<file path="src/rtl/calculator_top.sv">
// Decimal keypad calculator: two unsigned operands of up to NDIG digits,
// add / subtract / multiply (repeated addition), eight 7-segment digits.
//
// Key handshake: there is no valid/ready pair. A key is "valid" in any
// cycle where cmd differs from the value sampled on the previous edge.
// The design is always "ready" in ENTER_A/ENTER_B/RESULT/ERROR. In
// ADD/SUB/MUL only clear-all is taken, and every other key is dropped.
module calculator_top #(
   parameter int NDIG = 8,
   parameter int W    = 27
) (
   input  logic       clock,
   input  logic       reset,
   input  logic [3:0] cmd,
   output logic [6:0] displays [NDIG],
   output logic [1:0] status,
   output logic [2:0] EA,
   output logic [2:0] PE
);

   typedef enum logic [2:0] {
      S_ENTER_A = 3'd0,
      S_ENTER_B = 3'd1,
      S_ADD     = 3'd2,
      S_SUB     = 3'd3,
      S_MUL     = 3'd4,
      S_RESULT  = 3'd5,
      S_ERROR   = 3'd6
   } state_t;

   typedef enum logic [1:0] {OP_ADD = 2'd0, OP_SUB = 2'd1, OP_MUL = 2'd2} op_t;

   localparam logic [W:0]   MAXV      = (W+1)'(99_999_999);
   localparam logic [W-1:0] DIG_LIMIT = W'(10_000_000);
   localparam logic [3:0]   K_NOP     = 4'hD;

   state_t     state_q, state_d;
   op_t        op_q, op_d;
   logic [W-1:0] a_q, a_d, b_q, b_d, r_q, r_d, cnt_q, cnt_d, hold_q, hold_d;
   logic [3:0] prev_cmd_q, prev_cmd_d;
   logic [1:0] status_q, status_d;

   logic         key_new, is_digit, is_op, is_eq, is_clr;
   logic [W-1:0] dig_ext, a_ten, b_ten, disp_val;
   logic [W:0]   add_sum, mul_sum;
   op_t          cmd_op;

   // Binary to BCD by shift-and-add-3 over every input bit.
   function automatic logic [4*NDIG-1:0] to_bcd(input logic [W-1:0] v);
      logic [4*NDIG-1:0] bcd;
      bcd = '0;
      for (int i = W-1; i >= 0; i--) begin
         for (int j = 0; j < NDIG; j++) begin
            if (bcd[4*j +: 4] >= 4'd5) bcd[4*j +: 4] = bcd[4*j +: 4] + 4'd3;
         end
         bcd = {bcd[4*NDIG-2:0], v[i]};
      end
      return bcd;
   endfunction

   // BCD digit to {g,f,e,d,c,b,a}.
   function automatic logic [6:0] seg7(input logic [3:0] d);
      case (d)
         4'd0:    return 7'b0111111;
         4'd1:    return 7'b0000110;
         4'd2:    return 7'b1011011;
         4'd3:    return 7'b1001111;
         4'd4:    return 7'b1100110;
         4'd5:    return 7'b1101101;
         4'd6:    return 7'b1111101;
         4'd7:    return 7'b0000111;
         4'd8:    return 7'b1111111;
         4'd9:    return 7'b1101111;
         default: return 7'b0000000;
      endcase
   endfunction

   // Key decode and arithmetic shared by several states.
   always_comb begin
      key_new  = (cmd != prev_cmd_q);   // an X cmd makes this false
      is_digit = (cmd <= 4'd9);
      is_op    = (cmd == 4'hA) || (cmd == 4'hB) || (cmd == 4'hC);
      is_eq    = (cmd == 4'hE);
      is_clr   = (cmd == 4'hF);
      cmd_op   = (cmd == 4'hB) ? OP_SUB : (cmd == 4'hC) ? OP_MUL : OP_ADD;
      dig_ext  = {{(W-4){1'b0}}, cmd};
      a_ten    = (a_q << 3) + (a_q << 1) + dig_ext;
      b_ten    = (b_q << 3) + (b_q << 1) + dig_ext;
      add_sum  = {1'b0, a_q} + {1'b0, b_q};
      mul_sum  = {1'b0, r_q} + {1'b0, a_q};
   end

   // Value on the digits: operands while typing, R on a result, and the
   // last shown value frozen while a computation runs.
   always_comb begin
      case (state_q)
         S_ENTER_A: disp_val = a_q;
         S_ENTER_B: disp_val = b_q;
         S_RESULT:  disp_val = r_q;
         default:   disp_val = hold_q;
      endcase
   end

   // Next-state and datapath update.
   always_comb begin
      state_d    = state_q;
      op_d       = op_q;
      a_d        = a_q;
      b_d        = b_q;
      r_d        = r_q;
      cnt_d      = cnt_q;
      hold_d     = disp_val;
      prev_cmd_d = cmd;
      case (state_q)
         S_ENTER_A: begin
            if (key_new && is_digit && a_q < DIG_LIMIT) a_d = a_ten;
            else if (key_new && is_op) begin
               op_d    = cmd_op;
               b_d     = '0;
               state_d = S_ENTER_B;
            end
         end
         S_ENTER_B: begin
            if (key_new && is_digit && b_q < DIG_LIMIT) b_d = b_ten;
            else if (key_new && is_eq) begin
               case (op_q)
                  OP_SUB:  state_d = S_SUB;
                  OP_MUL:  state_d = S_MUL;
                  default: state_d = S_ADD;
               endcase
               r_d   = '0;
               cnt_d = b_q;
            end
         end
         S_ADD: begin
            if (add_sum > MAXV) state_d = S_ERROR;
            else begin
               r_d     = add_sum[W-1:0];
               a_d     = add_sum[W-1:0];
               state_d = S_RESULT;
            end
         end
         S_SUB: begin
            if (a_q < b_q) state_d = S_ERROR;
            else begin
               r_d     = a_q - b_q;
               a_d     = a_q - b_q;
               state_d = S_RESULT;
            end
         end
         S_MUL: begin
            if (cnt_q == '0) begin
               a_d     = r_q;
               state_d = S_RESULT;
            end else if (mul_sum > MAXV) begin
               state_d = S_ERROR;
            end else begin
               r_d   = mul_sum[W-1:0];
               cnt_d = cnt_q - W'(1);
               if (cnt_q == W'(1)) begin
                  a_d     = mul_sum[W-1:0];
                  state_d = S_RESULT;
               end
            end
         end
         S_RESULT: begin
            if (key_new && is_digit) begin
               a_d     = dig_ext;
               state_d = S_ENTER_A;
            end else if (key_new && is_op) begin
               op_d    = cmd_op;
               b_d     = '0;
               state_d = S_ENTER_B;
            end
         end
         S_ERROR: begin
            state_d = S_ERROR;
         end
         default: state_d = S_ENTER_A;
      endcase
      // Clear-all wins over everything, compute states included.
      if (key_new && is_clr) begin
         state_d = S_ENTER_A;
         op_d    = OP_ADD;
         a_d     = '0;
         b_d     = '0;
         r_d     = '0;
         cnt_d   = '0;
         hold_d  = '0;
      end
      case (state_d)
         S_ENTER_A, S_ENTER_B: status_d = 2'b00;
         S_RESULT:             status_d = 2'b10;
         S_ERROR:              status_d = 2'b11;
         default:              status_d = 2'b01;
      endcase
   end

   // State and datapath registers.
   always_ff @(posedge clock or posedge reset) begin
      if (reset) begin
         state_q    <= S_ENTER_A;
         op_q       <= OP_ADD;
         a_q        <= '0;
         b_q        <= '0;
         r_q        <= '0;
         cnt_q      <= '0;
         hold_q     <= '0;
         prev_cmd_q <= K_NOP;
         status_q   <= 2'b00;
      end else begin
         state_q    <= state_d;
         op_q       <= op_d;
         a_q        <= a_d;
         b_q        <= b_d;
         r_q        <= r_d;
         cnt_q      <= cnt_d;
         hold_q     <= hold_d;
         prev_cmd_q <= prev_cmd_d;
         status_q   <= status_d;
      end
   end

   // Segment drive: leading zeros blanked, digit 0 always lit, "E" on error.
   always_comb begin
      logic [4*NDIG-1:0] bcd;
      logic              lead;
      bcd  = to_bcd(disp_val);
      lead = 1'b1;
      for (int j = NDIG-1; j >= 0; j--) begin
         if (j == 0 || bcd[4*j +: 4] != 4'd0) lead = 1'b0;
         displays[j] = lead ? 7'b0000000 : seg7(bcd[4*j +: 4]);
      end
      if (state_q == S_ERROR) begin
         for (int j = 1; j < NDIG; j++) displays[j] = 7'b0000000;
         displays[0] = 7'b1111001;
      end
   end

   assign status = status_q;
   assign EA     = state_q;
   assign PE     = state_d;

endmodule

</file>
<file path="config.mk">
export PLATFORM = sky130hd
export DESIGN_NAME = calculator_top
export DESIGN_NICKNAME = d
export VERILOG_FILES = /design/src/rtl/calculator_top.sv
export SDC_FILE = /design/constraint.sdc
export NUM_CORES = 1
export LEC_CHECK = 0
export CAP_MARGIN = 10
export CORE_MARGIN = 5
export CORE_UTILIZATION = 40
export CTS_CLUSTER_DIAMETER = 80
export CTS_CLUSTER_SIZE = 40
export DETAILED_ROUTE_END_ITERATION = 7
export GPL_ROUTABILITY_DRIVEN = 0
export GPL_TIMING_DRIVEN = 0
export SLEW_MARGIN = 20
export SYNTH_ARGS = -nofsm -noshare
export SYNTH_HDL_FRONTEND = slang
export SYNTH_SLANG_ARGS = --single-unit
export TNS_END_PERCENT = 100
</file>
<file path="constraint.sdc">
create_clock -name clock -period 41.5 [get_ports clock]
set_input_delay 8.3 -clock clock [delete_from_list [all_inputs] [get_ports clock]]
set_output_delay 8.3 -clock clock [all_outputs]
set_load 0.005 [all_outputs]
</file>
==> results by group <==
Global routing
  • Global-route wire length before repair: 148900 microns
  • Global Route Usage Sum: 20.21%
  • Aggregate global routing overflow: 0
  • Pin count of the biggest net entering global routing: 87
  • Vias in the first global route: 29570
  • Number of antenna violations at the first check in global routing: 1

Final layout
  • Final-stage net count: 4733
  • Synth-to-Final Area Change: 8.701%
  • Share of layout cells above drive strength 1: 7.140%
  • Fill cell total of the finished layout: 8032
  • Combined flip-flop and latch cell area: 3657 sq um
  • Multi-input gate area: 26270 sq um
  • # diodes: 0

Setup path
  • Arrival time reported for the critical path endpoint: 30.36 ns
  • Worst-case register-to-register setup slack: 32.94 ns
  • Critical-path cell with the highest stage delay: or4_1
  • CP Capture Type: output port
  • Worst path most repeated cell: ha_1
  • Biggest fanout along the worst timing path: 10
  • Worst setup path class: flip-flop to output port
  • Crit path required time: 33.20 ns
  • Slowest stage delay, CP: 0.56 ns
  • Category of the worst setup path launch point: flip-flop

Clock tree
  • Clock insertion delay at the later pin of the skew report: 0.46 ns
  • Quantity of hold-fixing buffers added after cts: 0
  • Total number of H-tree levels: 4
  • Clock tree root buffer cell: clkbuf_16
  • Clock tree from TritonCTS: yes
  • Number of clock sinks: 146
  • Num CTS Buffers: 17
  • Clock slew seen by the registers of the worst setup and hold paths: 0.06 ns
  • Number of buffers on the longest clock path: 2

STA
  • Peak Freq: 25.86 MHz
  • Slew at the pin with the worst max-slew slack: 1.144 ns
  • Remaining max-slew budget at the tightest pin: 23.73%
  • RSZ-0062 raised after global routing: false
  • Final count of hold timing violations: 0
  • Final setup TNS: 0 ns
  • Max Slew Vio Count: 0
  • Final setup viols: 0
  • Final critical-path required period: 38.66 ns
  • Crit share post-route: 93.17%
  • Worst Skew: 0.01181 ns

Drt
  • Wire length reported by the detailed router: 90570 microns
  • Antenna violation net count after detailed routing: 0
  • DRT Pass-1 Iters: 6
  • Number of vias after detailed routing: 32040
  • Number of violations reported at the end of detailed-routing iteration 0: 2297
  • Detailed-route wire length per cell: 16.67 microns
  • Via density per instance: 5.896
  • Drc violations: 0

Logic synthesis
  • Net count after synthesis: 4640
  • YS warnings: 0
  • Per-instance average area after synthesis: 7.390 sq um
  • Top-area cell type share of the netlist area: 13.68%
  • Number of synthesized flops with an enable pin: 0
  • Number of distinct library cells after synthesis: 140
  • Number of storage elements in the synthesis netlist: 146
  • Area contributors post-synth: ha_1, dfrtp_1, a21oi_1
  • Synth area leader: ha_1
  • Syn Inst Count: 4281
  • Most common flop cell mapped by yosys: dfrtp_1
  • Sequential element share of the synthesized area: 11.56%
  • Mapped cell area: 31640 sq um
  • Async S/R FF share, synth: 100.0%

Min path
  • Worst min-delay path class: flip-flop to flip-flop

Placement
  • HPWL after detailed placement: 71230 microns
  • Port Buffer Count: 69

Die
  • Effective utilization at floorplan: 40.18%
  • Die W: 291.2 microns
  • Top-level port count: 70
  • Die Outline Area: 84820 sq um
  • Row count: 103
  • Overall die height: 291.2 microns
  • Standard cell core area: 78740 sq um

Job
  • Reported max-cap violation count: 0

Outcome
  • Run status: finished, final reports clean
==> cell usage after synthesis (all sizes together), types with 16 or more instances <==
cell,count
or3,45
nor2,399
a221oi,23
nor4,47
a211o,37
mux2,57
nand3,89
dfrtp,143
clkbuf,109
nor3,149
a21oi,396
a32oi,22
o32ai,21
nand2,293
nand4,29
mux2i,153
a21o,94
o221ai,16
o21bai,98
a211oi,105
xnor2,161
buf,39
o21ai,280
inv,299
a22oi,46
nand2b,40
xor2,26
o211a,21
ha,346
o31ai,22
nor2b,34
and3,45
or2,47
a31oi,45
o21a,42
and2,56
o211ai,72
o22ai,60
==> state kept, by name, indices dropped and copies added (netlist names) <==
name        flops
cnt_q          27
status          2
hold_q         27
r_q            27
prev_cmd_q      4
a_q            27
op_q            2
b_q            27
EA              3
==> what timing repair did <==
action,in CTS,in global routing
resized for setup,0,7
setup buffers,0,4
endpoints found under the setup margin,0,28
==> cells by family (layout without fill, tap and decap cells) <==
| group | count (synthesis) | count (layout) | share of synthesized area, % |
|---|---|---|---|
| simple gates | 1323 | 1323 | 20.59 |
| compound gates | 1604 | 1604 | 35.57 |
| xor+xnor | 188 | 188 | 5.438 |
| buf+inv | 453 | 556 | 5.549 |
| flops | 146 | 146 | 11.56 |
| fa+ha+maj | 357 | 357 | 14.25 |
| mux | 210 | 210 | 7.043 |
==> worst paths after layout <==
check	from	to	depth (start not counted)
worst max-delay path	EA[2]	displays[43]	134
worst min-delay path	cnt_q[10]	cnt_q[10]	2
worst max register to register	b_q[0]	r_q[23]	48
worst min register to register	cnt_q[10]	cnt_q[10]	2
max in group asynchronous	reset	a_q[1]	3
min in group asynchronous	reset	b_q[23]	2
==> metal layers <==
layer | track usage, % | part of all wire, %
met1 | 28.89 | 50
met2 | 32.19 | 43
met3 | 3.754 | 5.3
met4 | 3.375 | 1.4
met5 | 1.021 | 0.14
==> metrics by stage <==
stage | std cells | hold WS, ns | worst slack (ns) | instance area [sq um] | utilization (%)
final | 5434 | 0.5027 | 2.836 | 34390 | 43.68
after global routing | 5434 | 0.5460 | 0.1102 | 34390 | 43.68
after CTS | 5430 | 0.5092 | 2.259 | 34320 | 43.58
after detailed placement | 5401 | 0.4951 | 2.947 | 33680 | 42.77
after global placement | 5400 | 0.4908 | 2.959 | 33640 | 42.72
after floorplan | 4281 | 0.4609 | 8.358 | 31640 | -
==> cells in the final DEF (no fill, tap or decap), types with 27 or more instances in the layout <==
master,instances
nor2_1,393
a21oi_1,387
ha_1,346
nand2_1,292
inv_1,271
o21ai_0,227
xnor2_1,153
mux2i_1,145
dfrtp_1,143
nor3_1,143
clkbuf_1,109
o21bai_1,95
a21o_1,94
a211oi_1,87
nand3_1,87
clkdlybuf4s50_1,69
o211ai_1,68
o22ai_1,60
and2_1,54
o21ai_1,53
mux2_2,47
and3_1,45
or3_1,44
a22oi_1,44
o21a_1,42
a31oi_1,41
nor4_1,41
nand2b_1,40
a211o_1,37
nor2b_1,33
nand4_1,28
inv_2,27
==> worst max-delay path: cells and delay by family (launching register included) <==
family,cells,cell delay (ns)
DFF,1,0.53
buffers and inverters,24,4.06
AOI/OAI and AO/OA,36,8.12
adders and majority gates,19,4.66
muxes,3,0.71
and+or+nand+nor,44,9.97
xor gates and xnor gates,8,1.85
==> cell type report <==
type | instances | share of cell area (%)
multi-input cells | 3682 | 76.40
plain buffers | 148 | 1.775
repair buffers | 74 | 2.176
flip-flops and latches | 146 | 10.63
clock buffers | 19 | 1.317
well taps | 1050 | 3.820
inverters | 305 | 3.351
clock inverters | 10 | 0.5312
Power is not shown: default switching activity piles up to over one toggle a cycle in this logic, so the estimate is an artifact.
